### src/rtl/player_attack_multi.sv
// player_attack_multi
//   Multi-type attack sequencer for one fighter. Each attack type has its own
//   startup, active and recovery frame counts and its own horizontal reach.
//   While the attack is ACTIVE, the block places a facing-aware hitbox and tests
//   it against the opponent's body box. It raises a single hit pulse per attack.
//   The block runs on the pixel clock. All state advances on the per-frame SCEN
//   tick; the one exception is clearing of hit_pulse.
//
// Optional feature (macro ATK_BUFFER_EN):
//   When defined, a one-deep buffer holds the first request edge seen during
//   RECOVERY. That attack then starts with no IDLE frame in between.
//   When undefined, edges seen during RECOVERY are dropped.
//
// Ports:
//   clk            pixel clock
//   reset          synchronous, active-high
//   SCEN           one-clk frame tick
//   attack_enable  low cancels a running attack or inhibits a new one
//   attack_req     level requests, bit i selects type i+1
//   pos_x, pos_y   player top-left corner
//   facing_right   1 = hitbox placed to the right of the player
//   opp_x, opp_y   opponent top-left corner
//   attack_active  phase is ACTIVE
//   attack_busy    phase is not IDLE
//   attack_type    current type, 1-based, 0 when idle
//   phase          0 IDLE, 1 STARTUP, 2 ACTIVE, 3 RECOVERY
//   hb_x .. hb_h   hitbox, all zero outside ACTIVE
//   hit_pulse      one-clk pulse when a hit lands
//   hit_type       type of the last landed hit
module player_attack_multi #(
    parameter int NUM_ATK = 4,
    parameter int DUR_W   = 6,
    parameter logic [NUM_ATK*DUR_W-1:0] STARTUP_F = {6'd6, 6'd4, 6'd3, 6'd2},
    parameter logic [NUM_ATK*DUR_W-1:0] ACTIVE_F  = {6'd6, 6'd5, 6'd4, 6'd3},
    parameter logic [NUM_ATK*DUR_W-1:0] RECOV_F   = {6'd8, 6'd6, 6'd5, 6'd4},
    parameter logic [NUM_ATK*10-1:0]    REACH     = {10'd120, 10'd90, 10'd60, 10'd30},
    parameter int BOX_W = 60,
    parameter int BOX_H = 60,
    localparam int TYPE_W = $clog2(NUM_ATK + 1)
) (
    input  logic               clk,
    input  logic               reset,
    input  logic               SCEN,
    input  logic               attack_enable,
    input  logic [NUM_ATK-1:0] attack_req,
    input  logic [9:0]         pos_x,
    input  logic [9:0]         pos_y,
    input  logic               facing_right,
    input  logic [9:0]         opp_x,
    input  logic [9:0]         opp_y,
    output logic               attack_active,
    output logic               attack_busy,
    output logic [TYPE_W-1:0]  attack_type,
    output logic [1:0]         phase,
    output logic [9:0]         hb_x,
    output logic [9:0]         hb_y,
    output logic [9:0]         hb_w,
    output logic [9:0]         hb_h,
    output logic               hit_pulse,
    output logic [TYPE_W-1:0]  hit_type
);

    typedef enum logic [1:0] {
        IDLE     = 2'd0,
        STARTUP  = 2'd1,
        ACTIVE   = 2'd2,
        RECOVERY = 2'd3
    } phase_t;

    phase_t              state, state_nxt;
    logic [DUR_W-1:0]    cnt, cnt_nxt;
    logic [TYPE_W-1:0]   type_q, type_nxt;
    logic [NUM_ATK-1:0]  req_prev, req_prev_nxt;
    logic                hit_latch, hit_latch_nxt;
    logic                hit_pulse_nxt;
    logic [TYPE_W-1:0]   hit_type_nxt;
    logic [NUM_ATK-1:0]  rise;
    logic                rise_any;
    logic [TYPE_W-1:0]   rise_type;
    logic [9:0]          reach;
    logic [10:0]         hbx_i, hbw_i;
    logic                overlap;
`ifdef ATK_BUFFER_EN
    logic                buf_valid, buf_valid_nxt;
    logic [TYPE_W-1:0]   buf_type, buf_type_nxt;
`endif

    // Look up a per-type frame count for a 1-based type. A zero field still
    // has to last one frame, so zero is promoted to one.
    function automatic logic [DUR_W-1:0] pick_dur(input logic [NUM_ATK*DUR_W-1:0] f,
                                                  input logic [TYPE_W-1:0] t);
        logic [DUR_W-1:0] d;
        d = '0;
        for (int i = 0; i < NUM_ATK; i++)
            if (t == TYPE_W'(i + 1)) d = f[i*DUR_W +: DUR_W];
        if (d == '0) d = DUR_W'(1);
        return d;
    endfunction

    // Find rising request edges and pick the lowest-index one. The loop runs
    // downward, so the lowest set bit is the last to assign and wins.
    always_comb begin
        rise      = attack_req & ~req_prev;
        rise_any  = |rise;
        rise_type = '0;
        for (int i = NUM_ATK - 1; i >= 0; i--)
            if (rise[i]) rise_type = TYPE_W'(i + 1);
    end

    // Build the hitbox from the current phase and the player's position.
    // The math is 11 bits wide, so the right-facing box never wraps. The
    // left-facing box is clamped at the screen edge.
    always_comb begin
        reach = '0;
        for (int i = 0; i < NUM_ATK; i++)
            if (type_q == TYPE_W'(i + 1)) reach = REACH[i*10 +: 10];
        hbx_i = '0;
        hbw_i = '0;
        hb_y  = '0;
        hb_h  = '0;
        if (state == ACTIVE) begin
            hb_y = pos_y;
            hb_h = 10'(BOX_H);
            if (facing_right) begin
                hbx_i = {1'b0, pos_x} + 11'(BOX_W);
                hbw_i = {1'b0, reach};
            end else if (pos_x < reach) begin
                hbx_i = '0;
                hbw_i = {1'b0, pos_x};
            end else begin
                hbx_i = {1'b0, pos_x} - {1'b0, reach};
                hbw_i = {1'b0, reach};
            end
        end
        hb_x = hbx_i[9:0];
        hb_w = hbw_i[9:0];
        // Strict inequalities: boxes that only touch edges do not overlap.
        overlap = (hbw_i != '0) &&
                  ({1'b0, hbx_i} < ({2'b0, opp_x} + 12'(BOX_W))) &&
                  ({2'b0, opp_x} < ({1'b0, hbx_i} + {1'b0, hbw_i})) &&
                  ({2'b0, hb_y}  < ({2'b0, opp_y} + 12'(BOX_H))) &&
                  ({2'b0, opp_y} < ({2'b0, hb_y} + {2'b0, hb_h}));
    end

    // Next-state logic for the phase sequencer, the hit latch and the request
    // history. Everything holds between frame ticks, except hit_pulse,
    // which clears on the next clk.
    always_comb begin
        state_nxt     = state;
        cnt_nxt       = cnt;
        type_nxt      = type_q;
        req_prev_nxt  = req_prev;
        hit_latch_nxt = hit_latch;
        hit_pulse_nxt = 1'b0;
        hit_type_nxt  = hit_type;
`ifdef ATK_BUFFER_EN
        buf_valid_nxt = buf_valid;
        buf_type_nxt  = buf_type;
`endif
        if (SCEN) begin
            req_prev_nxt = attack_req;
            // A hit lands at most once per attack. A frame that aborts the
            // attack never scores.
            if (state == ACTIVE && attack_enable && overlap && !hit_latch) begin
                hit_pulse_nxt = 1'b1;
                hit_type_nxt  = type_q;
                hit_latch_nxt = 1'b1;
            end
            if (state == IDLE) begin
                if (attack_enable && rise_any) begin
                    state_nxt     = STARTUP;
                    type_nxt      = rise_type;
                    cnt_nxt       = pick_dur(STARTUP_F, rise_type);
                    hit_latch_nxt = 1'b0;
                end
            end else if (!attack_enable) begin
                state_nxt = IDLE;
                type_nxt  = '0;
                cnt_nxt   = '0;
`ifdef ATK_BUFFER_EN
                buf_valid_nxt = 1'b0;
`endif
            end else if (cnt > DUR_W'(1)) begin
                cnt_nxt = cnt - DUR_W'(1);
`ifdef ATK_BUFFER_EN
                if (state == RECOVERY && !buf_valid && rise_any) begin
                    buf_valid_nxt = 1'b1;
                    buf_type_nxt  = rise_type;
                end
`endif
            end else if (state == STARTUP) begin
                state_nxt = ACTIVE;
                cnt_nxt   = pick_dur(ACTIVE_F, type_q);
            end else if (state == ACTIVE) begin
                state_nxt = RECOVERY;
                cnt_nxt   = pick_dur(RECOV_F, type_q);
            end else begin
`ifdef ATK_BUFFER_EN
                // A press on this final RECOVERY tick still counts as seen
                // during RECOVERY.
                if (buf_valid || rise_any) begin
                    state_nxt     = STARTUP;
                    type_nxt      = buf_valid ? buf_type : rise_type;
                    cnt_nxt       = pick_dur(STARTUP_F, buf_valid ? buf_type : rise_type);
                    hit_latch_nxt = 1'b0;
                end else begin
                    state_nxt = IDLE;
                    type_nxt  = '0;
                    cnt_nxt   = '0;
                end
                buf_valid_nxt = 1'b0;
`else
                state_nxt = IDLE;
                type_nxt  = '0;
                cnt_nxt   = '0;
`endif
            end
        end
    end

    // State registers with synchronous reset.
    always_ff @(posedge clk) begin
        if (reset) begin
            state     <= IDLE;
            cnt       <= '0;
            type_q    <= '0;
            req_prev  <= '0;
            hit_latch <= 1'b0;
            hit_pulse <= 1'b0;
            hit_type  <= '0;
`ifdef ATK_BUFFER_EN
            buf_valid <= 1'b0;
            buf_type  <= '0;
`endif
        end else begin
            state     <= state_nxt;
            cnt       <= cnt_nxt;
            type_q    <= type_nxt;
            req_prev  <= req_prev_nxt;
            hit_latch <= hit_latch_nxt;
            hit_pulse <= hit_pulse_nxt;
            hit_type  <= hit_type_nxt;
`ifdef ATK_BUFFER_EN
            buf_valid <= buf_valid_nxt;
            buf_type  <= buf_type_nxt;
`endif
        end
    end

    assign attack_active = (state == ACTIVE);
    assign attack_busy   = (state != IDLE);
    assign attack_type   = type_q;
    assign phase         = state;

endmodule
### config.mk
export PLATFORM = sky130hd
export DESIGN_NAME = player_attack_multi
export DESIGN_NICKNAME = d
export VERILOG_FILES = /design/src/rtl/player_attack_multi.sv
export SDC_FILE = /design/constraint.sdc
export NUM_CORES = 1
export LEC_CHECK = 0
export CORE_ASPECT_RATIO = 0.6
export CORE_MARGIN = 4
export CORE_UTILIZATION = 51
export DETAILED_ROUTE_END_ITERATION = 8
export GPL_TIMING_DRIVEN = 0
export PLACE_DENSITY = 0.91
export RECOVER_POWER = 50
export SYNTH_ARGS = -nofsm -noshare
export SYNTH_HDL_FRONTEND = slang
export SYNTH_SLANG_ARGS = --single-unit
### constraint.sdc
create_clock -name clk -period 8.6 [get_ports clk]
set_clock_uncertainty 0.05 [all_clocks]
set_input_delay 1.72 -clock clk [delete_from_list [all_inputs] [get_ports clk]]
set_output_delay 1.72 -clock clk [all_outputs]
set_load 0.01 [all_outputs]
==> impl_metrics.toml, run 1 <==
[critical_path]
critPathLaunchType = "input port"
crit_required_ns = 8.69
cp_slowest_cell = "clkdlybuf4s50_1"
r2r-start = "attack_type[0]"
setup.worst_path.end = "hit_type[0]"
worst_path_most_repeated_cell = "ha_1"
worst_setup_path_end_kind = "register"
cp_max_fo = 10
startpoint = "pos_x[1]"
arrival_ns = 8.11
r2r_cells = 28
critPathKind = "input port to register"
slowest_delay_ns = 0.50
reg2reg_to = "hit_type[0]"
rrSetupSlack_ns = 1.39

[die]
top_level_ports = 100
dieHeight_um = 74.4
die_area_um2 = 8840
core_um2 = 6910
die_x_um = 119
rows = 23
initial_core_util_pct = 54.3

[route]
wl_per_cell_um = 17.3
vias_per_cell = 6.16
route.detailed.drc = 0
drt_wl_total_um = 12000
first_pass_iters = 5
antenna_left = 0
drtIter0Drc = 405
vias = 4282

[logic_synthesis]
synth_top_area_share_pct = 20.3
ys.flop_type = "dfxtp_1"
synth_common_cells = "ha_1 (61), nor2_1 (47), a21oi_1 (37)"
synth_edf_count = 0
synth.area.top_cells = "ha_1 (20%), dfxtp_1 (11%), a21oi_1 (4.9%), nor2_1 (4.7%), xor2_1 (4.2%)"
ys_seq_area_share_pct = 10.7
yosys.area.top_type = "ha_1"
synth_seq_cells = 20
synth_most_common_cell = "ha_1"
yosysUniqueCellTypes = 67
synth_area_um2 = 3750
ys_warn_count = 0
synthArstFlopShare_pct = 0
syn_inst = 506
synth.avg_cell_area_um2 = 7.41

[sta]
fin_tns_setup_ns = 0
rsz0062_at_grt = "no"
fmax_mhz = 125
min_period_over_period_pct = 93.3
holdWs_ns = 0.452
setup_viol = 0
hold_viol_final = 0
final_max_slew_viol_count = 0
period_minus_slack_ns = 8.02
max_slew_margin_pct = 35.9
tightestPinTransition_ns = 0.956

[run_status]
outcome = "complete, no violations"

[global_route]
grt_pass1_wl_um = 19300
groute.usage.overall_pct = 26.6
first_global_vias = 3973
grt_max_degree = 12
antenna_found_initial = 0
grt_remaining_overflow = 0

[finish]
final_nets = 720
ff_latch_area_um2 = 400
n_fill_cell = 556
antenna-diode-count = 0
multiInputGateArea_um2 = 3110
drive_gt1_share_pct = 5.59
syn_to_final_growth_pct = 29.9
final_core_util_pct = 70.5

[cts]
clk_latency_ns = 0.25
path_clk_slew_ns = 0.05
postCtsHoldBufs = 0
cts.sinks = 20
htreeDepth = 1
cts_tree = "built"
clockBufferDepth = 2
numCtsBuffers = 3
clockRootBuffer = "clkbuf_16"

[power_and_ir_drop]
ir_drop_uv = 100
power_w = 0.000392
power.leakage_nw = 2.11
power_density_nw_per_um2 = 80.5

[place]
post-dp-hpwl_um = 9950
port_buffers = 87
gp_congestion = 0.997

[flow_run]
drv_cap = 0

[hold_path]
hp-class = "register to register"
state kept, by name (all words and copies together), names as in the netlist:
name,count
phase,2
req_prev,4
hit_type,3
cnt,6
attack_type,3
hit_pulse,1
hit_latch,1
per-layer routing:
metal	part of all wire, %	vias up	GRT usage, %
met5	0	-	0
met2	41	236	41.1
met3	11	13	4.64
met4	0.79	0	5.01
met1	47	1984	39.2
li1	-	2049	-
how the worst min path moves through the flow:
stage / startpoint / endpoint / slack [ns] / cells past startpoint
3_5_place_dp: hit_type[0] / hit_type[0] / 0.45 / 1
5_1_grt: req_prev[2] / req_prev[2] / 0.48 / 2
4_1_cts: hit_latch / hit_latch / 0.46 / 2
3_3_place_gp: req_prev[3] / req_prev[3] / 0.41 / 2
2_1_floorplan: req_prev[0] / req_prev[0] / 0.40 / 2
6_report: req_prev[2] / req_prev[2] / 0.45 / 2
cell families after synthesis:
kind of cell	Yosys count	synth area share, %
AO/OA/AOI/OAI	139	26.0
XOR/XNOR	34	7.94
adder cells (fa/ha/maj)	62	20.9
buffers and inverters	63	7.84
flip-flops	20	10.7
multiplexers	11	3.00
other	1	0.100
AND/OR/NAND/NOR	176	23.6
area by class of cell:
class	instances	area share, %
Sequential cell	20	8.22
Buffer	32	3.65
Tap cell	87	2.23
Multi-Input combinational cell	434	63.8
Timing Repair Buffer	87	17.9
Inverter	31	2.39
Clock buffer	4	1.82
worst max-delay path, delay by kind of cell:
kind | cells | cell delay, ns
compound gates | 14 | 3.14
fa+ha+maj | 4 | 1.29
buf+inv | 4 | 0.94
mux | 1 | 0.33
simple gates | 4 | 0.68
power breakdown:
group	total [W]	switching, W	internal (W)
logic	0.000185	0.000104	0.0000814
registers	0.000102	0.00000433	0.0000975
clock network	0.000105	0.0000345	0.0000709
total	0.000392	0.000143	0.000250
what timing repair did:
item | in CTS | in global routing
setup buffers | 0 | 0
setup endpoints to repair | 0 | 3
gates resized for setup | 0 | 1
cell usage in the layout (no fill, tap or decap), types with 14 or more instances in the layout:
| cell type | instances |
|---|---|
| clkbuf_1 | 17 |
| nand3_1 | 23 |
| ha_1 | 61 |
| nand2_1 | 32 |
| dfxtp_1 | 20 |
| nand2b_1 | 14 |
| inv_1 | 31 |
| xor2_1 | 18 |
| dlygate4sd3_1 | 17 |
| xnor2_1 | 16 |
| clkdlybuf4s50_1 | 70 |
| nor2_1 | 47 |
| o21ai_0 | 22 |
| a21oi_1 | 37 |
per-stage QoR:
step                      cells  setup slack, ns  cell area [um2]
after global routing        695            0.186             4870
after CTS                   695            0.594             4860
after floorplan             517             1.70             3790
after global placement      691            0.412             4770
after detailed placement    691            0.365             4770
final                       695            0.580             4870
Note: power is estimated with default switching activity, not from simulation.
==> inputs of run 2 (changes only) <==
--- a/config.mk
+++ b/config.mk
@@ -8,10 +8,12 @@
 export CORE_ASPECT_RATIO = 0.6
 export CORE_MARGIN = 4
 export CORE_UTILIZATION = 51
+export CTS_BUF_LIST = sky130_fd_sc_hd__clkbuf_8
 export DETAILED_ROUTE_END_ITERATION = 8
 export GPL_TIMING_DRIVEN = 0
 export PLACE_DENSITY = 0.91
 export RECOVER_POWER = 50
+export SKIP_LAST_GASP = 1
 export SYNTH_ARGS = -nofsm -noshare
 export SYNTH_HDL_FRONTEND = slang
 export SYNTH_SLANG_ARGS = --single-unit
==> run 2 against run 1 <==
Net effect: sequential power is essentially flat; critical path type unchanged; hold slack worse by 0.00082 ns; via count is 0.61% higher; flip-flop and latch count is the same; routed wire length hardly changed; largest cell class unchanged; clock power down 31%; worst setup slack better by 0.085 ns; sequential share of layout area rose by 0.057 points; register-to-register slack better by 0.09 ns; largest power group unchanged; final cell count unchanged; power shrank 8.4%; first-iteration DRC count fell by 11%.
==> impl_metrics.toml, run 2 (synthesized netlist as in run 1, its figures left out) <==
[global_route]
grt_remaining_overflow = 0
grt_pass1_wl_um = 19200
antenna_found_initial = 0
groute.usage.overall_pct = 26.4
first_global_vias = 3964
grt_max_degree = 12

[finish]
layout_common_cells = "clkdlybuf4s50_1 (70), ha_1 (61), nor2_1 (47)"
final_core_util_pct = 70.1
top_regs = "cnt x6, req_prev x4"
largest_register_ffs = 6
stdcell_area_um2 = 4840
antenna-diode-count = 0
syn_to_final_growth_pct = 29.0
largest-register = "cnt"
drive_gt1_share_pct = 5.59
layout_commonest_cell = "clkdlybuf4s50_1"
final_nets = 720

[place]
post-dp-hpwl_um = 9950
gp_congestion = 0.997
place_area_um2 = 4770
port_buffers = 87
dpl_worst_slack_ns = 0.365

[cts]
htreeDepth = 1
clk_latency_ns = 0.26
cts_tree = "built"
path_clk_slew_ns = 0.07
clockBufferDepth = 2
cts.sinks = 20
numCtsBuffers = 3
clockRootBuffer = "clkbuf_8"

[sta]
rsz0062_at_grt = "no"
max_slew_margin_pct = 36.5
hold_viol_final = 0
setup_slack_ns = 0.665
tightestPinTransition_ns = 0.945
setup_viol = 0
period_minus_slack_ns = 7.93
fmax_mhz = 126
fin_tns_setup_ns = 0
min_period_over_period_pct = 92.3
final_max_slew_viol_count = 0

[critical_path]
reg2reg_to = "hit_type[2]"
startpoint = "pos_x[1]"
critPathLaunchType = "input port"
critPathKind = "input port to register"
crit_required_ns = 8.71
cp_max_fo = 10
rrSetupSlack_ns = 1.48
r2r-start = "attack_type[0]"
r2r_cells = 28
arrival_ns = 8.04
worst_setup_path_end_kind = "register"

[flow_run]
drv_cap = 0

[die]
top_level_ports = 100
core_um2 = 6910
initial_core_util_pct = 54.3
die_area_um2 = 8840
die_x_um = 119
rows = 23
dieHeight_um = 74.4

[power_and_ir_drop]
power_w = 0.000359
power_density_nw_per_um2 = 74.3
ir_drop_uv = 104
power.leakage_nw = 2.10

[hold_path]
hp-class = "register to register"
hold_end = "req_prev[0]"
hold_path.startpoint = "req_prev[0]"
worstHoldPathCells = 2

[route]
drt_wl_total_um = 12000
antenna_left = 0
route.detailed.drc = 0
first_pass_iters = 5
drtIter0Drc = 360
wl_per_cell_um = 17.3
vias_per_cell = 6.20
vias = 4308

[run_status]
outcome = "complete, no violations"
## run 2: cell type report
cell class,count,area (um2)
inverters,31,116
multi-input cells,434,3110
flip-flops and latches,20,400
plain buffers,32,178
clock buffers,4,55.1
well taps,87,109
repair buffers,87,871
fillers,564,2070
## run 2: worst max path at each step
stage / end / slack (ns) / depth (start not counted)
after floorplan: hit_type[2] / 1.70 / 27
after global placement: hit_type[2] / 0.41 / 27
after detailed placement: hit_type[2] / 0.36 / 28
after CTS: hit_type[2] / 0.62 / 28
after global routing: hit_type[2] / 0.21 / 27
final: hit_type[2] / 0.67 / 27
## run 2: power breakdown
part / switching [W] / leakage, nW / internal, W / total (W)
sequential: 0.00000430 / 0.163 / 0.0000974 / 0.000102
combinational: 0.000104 / 1.91 / 0.0000814 / 0.000186
clock: 0.0000312 / 0.0288 / 0.0000408 / 0.0000720
total: 0.000140 / 2.10 / 0.000220 / 0.000359
## run 2: critical path, stage by stage
cell and delay [ns]:
clkdlybuf4s50_1 0.50, inv_1 0.09, ha_1 0.19, inv_1 0.06, fa_1 0.42, a211o_1 0.40, a211oi_2 0.41, buf_2 0.28
o21ai_0 0.12, and2_1 0.20, ha_1 0.37, nand3_1 0.10, a2111oi_0 0.36, a41o_2 0.19, a2111o_1 0.17, a31oi_1 0.10
o21ba_2 0.24, nor4bb_1 0.26, a211oi_1 0.09, ha_1 0.31, a21oi_1 0.18, nand3_1 0.12, o211ai_1 0.23, a311oi_1 0.08
mux2i_1 0.30, a41oi_2 0.21, a22o_2 0.31
## run 2: metal layers
metal	vias to the layer above	global-route usage (%)	wire [um]
met5	-	0	0
met4	0	4.24	100
met3	14	4.86	1340
met2	237	40.8	4930
met1	2007	39.1	5630
li1	2050	-	-
## run 2: metrics by stage
| stage | hold WS [ns] | cells |
|---|---|---|
| 6_report | 0.451 | 695 |
| 5_1_grt | 0.480 | 695 |
| 4_1_cts | 0.460 | 695 |
| 3_5_place_dp | 0.447 | 691 |
| 3_3_place_gp | 0.414 | 691 |
| 2_1_floorplan | 0.401 | 517 |
## run 2: repair_timing
item                       in CTS  in global routing
setup buffers                   0                  0
gates resized for setup         0                  1
hold buffers                    0                  0
setup endpoints to repair       0                  3
